**src/rtl/tl_state_seq_pkg.sv**
```systemverilog
// ============================================================================
// tl_state_seq_pkg : state encoding and default timing for the left-turn light
// Revision 1.0
// ============================================================================
`default_nettype none

package tl_state_seq_pkg;

    typedef logic [2:0] state_t;

    localparam state_t S0 = 3'b000;  // A green
    localparam state_t S1 = 3'b001;  // A yellow
    localparam state_t S2 = 3'b010;  // A left green
    localparam state_t S3 = 3'b011;  // A left yellow
    localparam state_t S4 = 3'b100;  // B green
    localparam state_t S5 = 3'b101;  // B yellow
    localparam state_t S6 = 3'b110;  // B left green
    localparam state_t S7 = 3'b111;  // B left yellow

    localparam int DEF_MIN_GREEN  = 4;
    localparam int DEF_MAX_GREEN  = 16;
    localparam int DEF_YEL_CYCLES = 2;
    localparam int DEF_CNT_W      = 5;

    // Every odd encoding is a yellow phase.
    function automatic logic is_yellow(input state_t s);
        return s[0];
    endfunction

endpackage

`default_nettype wire

```
**src/rtl/tl_dwell_cnt.sv**
```systemverilog
// ============================================================================
// tl_dwell_cnt : saturating per-state dwell counter, cleared on state change
// Revision 1.0
// ============================================================================
`default_nettype none

module tl_dwell_cnt #(
    parameter int CNT_W = 5
) (
    input  logic             clk,
    input  logic             reset_n,
    input  logic             clr,
    output logic [CNT_W-1:0] cnt
);

    always_ff @(posedge clk) begin
        if (!reset_n) begin
            cnt <= '0;
        end else if (clr) begin
            cnt <= '0;
        end else if (cnt != {CNT_W{1'b1}}) begin
            cnt <= cnt + CNT_W'(1);
        end
    end

endmodule

`default_nettype wire

```
**src/rtl/tl_state_seq.sv**
```systemverilog
// ============================================================================
// tl_state_seq : next-state logic, state register and dwell timing for the
//                left-turn traffic light controller
// Revision 1.0
// ============================================================================
`default_nettype none

module tl_state_seq
    import tl_state_seq_pkg::*;
#(
    parameter int MIN_GREEN  = DEF_MIN_GREEN,
    parameter int MAX_GREEN  = DEF_MAX_GREEN,
    parameter int YEL_CYCLES = DEF_YEL_CYCLES,
    parameter int CNT_W      = DEF_CNT_W
) (
    input  logic clk,
    input  logic reset_n,
    input  logic Ta,
    input  logic Tb,
    input  logic Tal,
    input  logic Tbl,
    output logic q2,
    output logic q1,
    output logic q0,
    output logic st_chg
);

    localparam logic [CNT_W-1:0] MIN_M1 = CNT_W'(MIN_GREEN - 1);
    localparam logic [CNT_W-1:0] MAX_M1 = CNT_W'(MAX_GREEN - 1);
    localparam logic [CNT_W-1:0] YEL_M1 = CNT_W'(YEL_CYCLES - 1);

    state_t           state;
    state_t           next_state;
    logic [CNT_W-1:0] cnt;
    logic             exit_now;
    logic             sensor;
    logic             st_chg_q;

    // The counter restarts on exactly the edge that loads a new state.
    tl_dwell_cnt #(
        .CNT_W (CNT_W)
    ) u_dwell_cnt (
        .clk     (clk),
        .reset_n (reset_n),
        .clr     (exit_now),
        .cnt     (cnt)
    );

    always_ff @(posedge clk) begin
        if (!reset_n) begin
            state    <= S0;
            st_chg_q <= 1'b0;
        end else begin
            state    <= next_state;
            st_chg_q <= exit_now;
        end
    end

    always_comb begin
        sensor = 1'b0;
        case (state)
            S0:      sensor = Ta;
            S2:      sensor = Tal;
            S4:      sensor = Tb;
            S6:      sensor = Tbl;
            default: sensor = 1'b0;
        endcase

        if (is_yellow(state)) begin
            exit_now = (cnt == YEL_M1);
        end else begin
            exit_now = ((cnt >= MIN_M1) && !sensor) || (cnt == MAX_M1);
        end

        next_state = state;
        if (exit_now) begin
            // Left phases are entered only if there is demand at the yellow exit.
            case (state)
                S0:      next_state = S1;
                S1:      next_state = Tal ? S2 : S4;
                S2:      next_state = S3;
                S3:      next_state = S4;
                S4:      next_state = S5;
                S5:      next_state = Tbl ? S6 : S0;
                S6:      next_state = S7;
                default: next_state = S0;
            endcase
        end
    end

    always_comb begin
        {q2, q1, q0} = state;
        st_chg       = st_chg_q;
    end

endmodule

`default_nettype wire

```
**config.mk**
```make
export PLATFORM = sky130hd
export DESIGN_NAME = tl_state_seq
export DESIGN_NICKNAME = d
export VERILOG_FILES = /design/src/rtl/tl_state_seq_pkg.sv /design/src/rtl/tl_dwell_cnt.sv /design/src/rtl/tl_state_seq.sv
export SDC_FILE = /design/constraint.sdc
export NUM_CORES = 1
export LEC_CHECK = 0
export CAP_MARGIN = 20
export CORE_AREA = 2 2 39 41
export CTS_CLUSTER_DIAMETER = 150
export CTS_CLUSTER_SIZE = 25
export DETAILED_ROUTE_END_ITERATION = 7
export DIE_AREA = 0 0 41 43
export MAX_ROUTING_LAYER = met4
export PLACE_DENSITY = 0.69
export SETUP_SLACK_MARGIN = 0.2
export SYNTH_ARGS = -nofsm -noshare
export SYNTH_HDL_FRONTEND = slang
export SYNTH_HIERARCHICAL = 1
export SYNTH_SLANG_ARGS = --single-unit
export TNS_END_PERCENT = 5
```
**constraint.sdc**
```tcl
create_clock -name clk -period 2.14 [get_ports clk]
set_input_delay 0.428 -clock clk [delete_from_list [all_inputs] [get_ports clk]]
set_output_delay 0.428 -clock clk [all_outputs]
set_load 0.1 [all_outputs]
```
# Yosys cells after proc, flatten, opt, wreduce, memory -nomap -nowiden
# Cells that the tools add are included.
[classes]
add_sub_neg = 1
n_lt_le_gt_ge = 1
eq_ne = 9
mux = 5
n_bitwise = 1
n_reduce_logical = 5
[op_table]
columns = ["op", "count"]
rows = [
  ["case mux 3 bit (7 select lines)", 1],
  ["equality test 3 bit (second input constant)", 3],
  ["equality test 3 x 2 -> 1 bit (second input constant)", 2],
  ["2-to-1 mux 3 bit", 2],
  ["adder 5 x 1 -> 5 bit (second input constant)", 1],
  ["equality test 5 x 1 -> 1 bit (second input constant)", 1],
  ["equality test 5 x 4 -> 1 bit (second input constant)", 1],
  ["greater-or-equal comparator 5 x 2 -> 1 bit (second input constant)", 1],
  ["!= test 5 bit (second input constant)", 1],
  ["case mux 1 bit (4 select lines)", 1],
  ["equality test 3 x 1 -> 1 bit (second input constant)", 1],
  ["zero test 3 bit", 1],
  ["OR reduction 2 bit", 1],
  ["logical AND 1 bit", 1],
  ["zero test 1 bit", 1],
  ["logical OR 1 bit", 1],
  ["2-to-1 mux 1 bit", 1],
  ["NOT 1 bit", 1],
]
[word_totals]
reg_bits = 9

# Logic depth before layout (Yosys ltp)
[depth]
ltp_word = 7
depth_mapped = 6
depth_no_buf = 6

# By module
# The synthesis kept the hierarchy.
[by_module_without_submodules]
columns = ["mod", "instances", "cells_per_inst", "area_each_um2", "seq_area_each_um2"]
rows = [
  ["tl_state_seq", 1, 29, 270.3, 80.1],
  ["tl_dwell_cnt", 1, 21, 217.7, 100.1],
]

# Worst setup path after synthesis
# OpenSTA, ideal clock, no wires.
[synth_path]
path_kind = "register -> register"
from = "register state[2]"
to = "register u_dwell_cnt.cnt[0]"
setup_ns = 0.118
t_arrival_ns = 2.142
t_required_ns = 2.022
slack_ns = -0.120
stages_incl_launch_ff = 7
n_path_buf = 0
period_less_slack_ns = 2.260
path_cell_list = "dfxtp_1 > mux4_2 > nor2_2 > a22oi_2 > inv_1 > nand2b_1 > nor2_1"
[synth_via]
elab_chain_len = 7
word_cells_on_any_way = 10
cone_classes = "3 x eq/ne; 2 x mux; 5 x reduce/logical"
[synth_lines]
columns = ["element", "line", "rtl"]
rows = [
  ["from (decl)", "tl_state_seq.sv:32", "state_t state;"],
  ["from (signal assigned)", "tl_state_seq.sv:54", "state <= next_state;"],
  ["equality test 3 bit, or another cell as far along", "tl_state_seq.sv:61", "case (state)"],
  ["case mux 1 bit (4 select lines) *", "tl_state_seq.sv:61", ""],
  ["zero test 1 bit *", "tl_state_seq.sv:72", "exit_now = ((cnt >= MIN_M1) && !sensor) || (cnt == MAX_M1);"],
  ["logical AND 1 bit *", "tl_state_seq.sv:72", ""],
  ["logical OR 1 bit *", "tl_state_seq.sv:72", ""],
  ["2-to-1 mux 1 bit *", "tl_state_seq.sv:69", "if (is_yellow(state)) begin"],
  ["named net exit_now", "tl_state_seq.sv:35", "logic exit_now;"],
  ["OR reduction 2 bit (no line) *", "--", ""],
  ["to (signal assigned)", "tl_dwell_cnt.sv:22", "cnt <= cnt + CNT_W'(1);"],
  ["to (decl)", "tl_dwell_cnt.sv:13", "output logic [CNT_W-1:0] cnt"],
]
# The timed path passes the listed nets; every way through them passes the cells marked *.
# A chain may end at the register's enable or synchronous reset.

# Worst setup path in the final report
[layout_path]
from = "input Tbl"
to = "register u_dwell_cnt.cnt[2]"
[layout_via]
elab_chain_len = 6
[layout_lines]
columns = ["element", "line", "rtl"]
rows = [
  ["from (decl)", "tl_state_seq.sv:21", "input logic Tbl,"],
  ["case mux 1 bit (4 select lines)", "tl_state_seq.sv:61", ""],
  ["zero test 1 bit", "tl_state_seq.sv:72", ""],
  ["logical AND 1 bit", "tl_state_seq.sv:72", ""],
  ["logical OR 1 bit", "tl_state_seq.sv:72", ""],
  ["2-to-1 mux 1 bit", "tl_state_seq.sv:69", ""],
  ["named net exit_now", "tl_state_seq.sv:35", ""],
  ["OR reduction 2 bit (no line)", "--", ""],
]
# The timed path passes the listed nets, and every way through them passes these cells.

==> run metrics <==
max frequency=558.9 MHz; number of synthesized register bits=9; CTS Root Cell=clkbuf_4; Via Count=401; syn_nets=58; LEAKAGE=0.2647 nW; fill cell count=137; Overflow after GRT=0; Port Buffers=9; Yosys warnings=6; CP endpoint kind=flop; Synth Area per Inst=9.759 sq um; Die Height=43 um; setup TNS=0 ns; total power per unit cell area=695.9 nW/um^2; Hold Fails Final Rpt=0; Final min period=1.789 ns; share of cells above drive strength 1=0.2222; most frequent cells in the layout=nor2_1, dfxtp_1, mux2i_1, clkdlybuf4s50_1; Rel. slew slack=0.7299; kind of critical path=input port to flop; routed vias/inst=5.076; CTS Sinks=9; initial antenna violation count=0; DP Area=591.8 sq um; RSZ-0062 raised after global routing=no; Place WS=0.08370 ns; Final ANT Viol Nets=0; Worst EP required=2.28 ns; Peak VDD IR=0.0003861 V; gr usage total=0.1211; Clk pin slew, worst setup/hold paths=0.06 ns; later-pin clock latency in the skew report=0.25 ns; critical path arrival=1.93 ns; WL final=877 um; Core Util, Final=0.4467; Final Non-Filler Cells=79; Initial Util=0.3526; Pre-antenna DRT Iters=3; vias in the first global route=369; Core Rows=14; Post-Synthesis Cells=50; fin nets=72; Worst Skew=0.002420 ns; worst hold slack=0.5159 ns; Die ar.=1763 sq um; core area=1384 sq um; DRT iter0 DRCs=5; # DRC=0; Clock Path Buffers=2; HP Class=flop to flop; cts hold-fix bufs=0; CTS Buf Count=3; average wire per standard cell=11.10 um; number of diodes=0; Post-CTS Resized=0; count of max-cap constraint violations=0; first-pass GRT wire length=1414 um; Boundary Pins=10; post-route cell area=618.1 sq um; Least-Margin Pin Slew=0.3995 ns; Tot Pwr=430.1 uW; Netlist cell types=25; placed insts=75; Mapped Area=488.0 sq um; Seq/Total Area, Yosys=0.3692; detailed-placement wirelength estimate=699.4 um; Area growth syn-to-layout=26.67%; status=complete, no violations; worst-path fanout max=5; setup slack after layout=0.3507 ns; Die W=41 um; GP Congestion=0.7852; Final Max Slew Viols=0; Setup Buffers After CTS=0; largest net degree at the start of global routing=7; H-tree depth=1; Startpoint Class=input port; final setup fails=0; Final Cycle Share=0.8361; CTS tree=done
==> worst paths after layout <==
kind / startpoint / endpoint / slack, ns / cells past startpoint
setup / recovery: Tbl / u_dwell_cnt/cnt[2] / 0.35 / 7
hold reg to reg: state[2] / state[2] / 0.52 / 2
setup reg to reg: u_dwell_cnt/cnt[0] / u_dwell_cnt/cnt[2] / 0.51 / 6
hold / removal: state[2] / state[2] / 0.52 / 2
==> cell families after synthesis <==
group                    synth area share
flip-flops                         0.3692
multiplexers                       0.1487
buffers and inverters             0.01539
adder cells (fa/ha/maj)           0.05127
AND/OR/NAND/NOR                    0.2513
XOR/XNOR                          0.05386
AO/OA/AOI/OAI                      0.1103
==> sequential cells by signal, indices dropped and copies added, names as in the netlist <==
signal and cells:
state 3, u_dwell_cnt/cnt 5, st_chg 1
==> Yosys cell counts <==
cell type  n  area, sq um
dfxtp_1    9        180.2
nor2_1     6        22.52
mux2i_1    5        50.05
nor2b_1    4        25.02
ha_1       2        25.02
inv_1      2        7.510
nand2_1    2        7.510
nand2b_1   2        12.51
xor2_1     2        17.52
a2111oi_1  1        10.01
a21boi_0   1        7.510
a22oi_2    1        12.51
and2b_1    1        7.510
and3_1     1        6.260
mux4_2     1        22.52
nand3_1    1        5.000
nand4b_1   1        8.760
nor2_2     1        6.260
nor3_1     1        5.000
nor3b_1    1        7.510
nor4b_1    1        8.760
o21ai_0    1        5.000
o21bai_1   1        7.510
o311a_2    1        11.26
xnor2_1    1        8.760
==> per-layer routing <==
layer  GRT usage  wire, um
met3     0.06283        41
met4     0.02000         0
met1      0.1508       414
met2      0.1750       421
met5           -         0
==> final cells by class <==
type,count,area [sq um],area share
clock buffers,4,26.28,0.04251
inverters,2,7.507,0.01215
multi-input cells,39,300.3,0.4858
flip-flops and latches,9,183.9,0.2976
well taps,16,20.02,0.03239
repair buffers,9,80.08,0.1296
==> worst max-delay path: stages <==
cell and delay (ns):
clkdlybuf4s50_1 0.44, mux4_2 0.49, nor2_2 0.16, a22oi_2 0.12, inv_1 0.05, nand2b_1 0.17, nor2_1 0.08
==> where the power goes <==
| part | total [mW] | internal [mW] | switching (mW) |
|---|---|---|---|
| clock network | 0.129 | 0.0718 | 0.0577 |
| logic | 0.100 | 0.0424 | 0.0581 |
| registers | 0.200 | 0.181 | 0.0188 |
| total | 0.430 | 0.296 | 0.135 |
Note: power is estimated with default switching activity, not from simulation.
==> RTL change: new RTL, same settings <==
Reset style: asynchronous (`reset_n`), changed in 2 clocked blocks.
--- a/src/rtl/tl_dwell_cnt.sv
+++ b/src/rtl/tl_dwell_cnt.sv
@@ -13,7 +13,7 @@
     output logic [CNT_W-1:0] cnt
 );
 
-    always_ff @(posedge clk) begin
+    always_ff @(posedge clk or negedge reset_n) begin
         if (!reset_n) begin
             cnt <= '0;
         end else if (clr) begin
--- a/src/rtl/tl_state_seq.sv
+++ b/src/rtl/tl_state_seq.sv
@@ -46,7 +46,7 @@
         .cnt     (cnt)
     );
 
-    always_ff @(posedge clk) begin
+    always_ff @(posedge clk or negedge reset_n) begin
         if (!reset_n) begin
             state    <= S0;
             st_chg_q <= 1'b0;
Check against the original RTL: differs if reset_n is asserted again (counterexample within 10 cycles, from zero or initial values and one cycle with reset_n low); with reset_n held inactive, the same outputs for 10 cycles.
==> RTL change against the unedited design <==
Count of clock-buffer cells in the layout unchanged. Global-route usage rose by 1.7 points. Synthesized area grew 2.3%. Cell area up 1.4%. Sequential cell count did not move. Highest routed layer is now met4. Sequential share of layout area up 6.4 points. Routed wire length is 9.5% higher. Die area stayed put. Setup slack improved by 0.13 ns.
Power is left out: the tool's default activity adds up to more than one toggle a clock period on the data nets, which glitch-free logic cannot reach.
==> RTL change: results (changes against the unedited design) <==
INFO  metric result_of_the_run = complete, no violations (unchanged)
INFO  metric critPathArrivalTime = 1.80 ns (was 1.93 ns)
INFO  metric ys.flop_type = sky130_fd_sc_hd__dfrtp_1 (was sky130_fd_sc_hd__dfxtp_1)
INFO  metric drt-total-wl = 960 um (was 877 um)
INFO  metric worstReg2RegStart = u_dwell_cnt/cnt[0] (unchanged)
INFO  metric place.gp.congestion = 0.693 (was 0.785)
INFO  metric critical-path-top-delay-family = compound AO/OA/AOI/OAI gates (was buffers and inverters)
INFO  metric filler_cell_count = 144 (was 137)
INFO  metric nNetsFinal = 68 (was 72)
INFO  metric fin_skew = 0.00334 ns (was 0.00242 ns)
INFO  metric detail_route.iter0.violations = 3 (was 5)
INFO  metric ys_seq_area_share = 45.1% (was 36.9%)
INFO  metric wire_length_of_the_first_global_routing_pass = 1560 um (was 1410 um)
INFO  metric critPathMaxStageDelay = 0.45 ns (was 0.49 ns)
INFO  metric path_max_fanout = 6 (was 5)
INFO  metric crit_slowest_cell = sky130_fd_sc_hd__clkdlybuf4s50_1 (was sky130_fd_sc_hd__mux4_2)
INFO  metric grt_use_total = 13.8% (was 12.1%)
INFO  metric ys_top_cells_by_area = sky130_fd_sc_hd__dfrtp_1 45%, sky130_fd_sc_hd__mux2i_1 8.0%, sky130_fd_sc_hd__ha_1 5.0% (was sky130_fd_sc_hd__dfxtp_1 37%, sky130_fd_sc_hd__mux2i_1 10%, sky130_fd_sc_hd__ha_1 5.1%)
INFO  metric grt_start_max_net_pins = 10 (was 7)
INFO  metric syn_nets = 54 (was 58)
INFO  metric clock_path_buffers = 2 (unchanged)
INFO  metric drtPass1Iterations = 2 (was 3)
INFO  metric worst_min_path_class = in -> async (was reg -> reg)
INFO  metric reg2reg_slack = 0.48 ns (was 0.51 ns)
INFO  metric drive_above_1_share = 23.7% (was 22.2%)
INFO  metric number_of_library_cell_types_mapped_by_synthesis = 24 (was 25)
INFO  metric timing_worst_slew_pin_value = 0.469 ns (was 0.399 ns)
INFO  metric yosys-top-cells-count = 9 x sky130_fd_sc_hd__dfrtp_1, 6 x sky130_fd_sc_hd__nor2_1, 4 x sky130_fd_sc_hd__mux2i_1 (was 9 x sky130_fd_sc_hd__dfxtp_1, 6 x sky130_fd_sc_hd__nor2_1, 5 x sky130_fd_sc_hd__mux2i_1)
INFO  metric asyncSetResetFlopFracSynth = 100% (was 0%)
INFO  metric r2r_end = u_dwell_cnt/cnt[3] (was u_dwell_cnt/cnt[2])
INFO  metric first_global_vias = 388 (was 369)
INFO  metric detail_route.vias_per_cell = 5.28 (was 5.08)
-- RTL change: cell count changes in the layout (fill, tap and decap cells not counted), moves of 2 or more --
cell	delta
sky130_fd_sc_hd__o31ai_1	+2
sky130_fd_sc_hd__dfxtp_2	-3
sky130_fd_sc_hd__dfrtp_1	+8
sky130_fd_sc_hd__nor2b_1	-3
sky130_fd_sc_hd__and2b_2	+2
sky130_fd_sc_hd__dfxtp_1	-6
sky130_fd_sc_hd__nand2b_1	-2
-- RTL change: layer usage --
metal / up-vias / global-route usage (%) / share of wire [%] / wire [um]
li1: 194 / - / - / -
met1: 195 / 15.1 / 44 / 424
met2: 5 / 21.6 / 52 / 503
met3: 2 / 1.57 / 0.94 / 9
met4: 0 / 10.0 / 2.4 / 23
met5: - / - / 0 / 0
-- RTL change: cell type report --
cell class                 count  share of cell area [%]
multi-input combinational     36                    43.1
clock buffer                   4                    4.19
inverter                       1                   0.599
timing repair buffer           9                    12.8
sequential                     9                    36.1
tap                           16                    3.19
-- RTL change: how the worst max path moves through the flow --
stage	to	from	slack, ns	cells past startpoint
6_report	u_dwell_cnt/cnt[2]	Tbl	0.48	6
5_1_grt	u_dwell_cnt/cnt[1]	u_dwell_cnt/cnt[0]	0.38	5
4_1_cts	u_dwell_cnt/cnt[1]	Tbl	0.47	6
3_5_place_dp	u_dwell_cnt/cnt[4]	Tbl	0.19	6
3_3_place_gp	u_dwell_cnt/cnt[4]	Tbl	0.24	6
2_1_floorplan	u_dwell_cnt/cnt[0]	state[0]	0.31	5
-- RTL change: cells by family (layout without fill, tap and decap cells) --
| family | count (synthesis) | after routing | share of synthesized area, % |
|---|---|---|---|
| flip-flops | 9 | 9 | 45.1 |
| AO/OA/AOI/OAI | 8 | 8 | 12.3 |
| AND/OR/NAND/NOR | 18 | 18 | 20.6 |
| XOR/XNOR | 3 | 3 | 5.26 |
| buffers and inverters | 1 | 14 | 0.751 |
| multiplexers | 5 | 5 | 11.0 |
| adder cells (fa/ha/maj) | 2 | 2 | 5.01 |
-- RTL change: through the flow --
| stage | std cells | cell area [um2] | setup WS, ns | hold WS (ns) |
|---|---|---|---|---|
| 2_1_floorplan | 46 | 500 | 0.311 | 0.132 |
| 3_3_place_gp | 71 | 601 | 0.241 | 0.578 |
| 3_5_place_dp | 71 | 601 | 0.195 | 0.563 |
| 4_1_cts | 75 | 627 | 0.468 | 0.460 |
| 5_1_grt | 75 | 627 | 0.380 | 0.490 |
| 6_report | 75 | 627 | 0.477 | 0.455 |
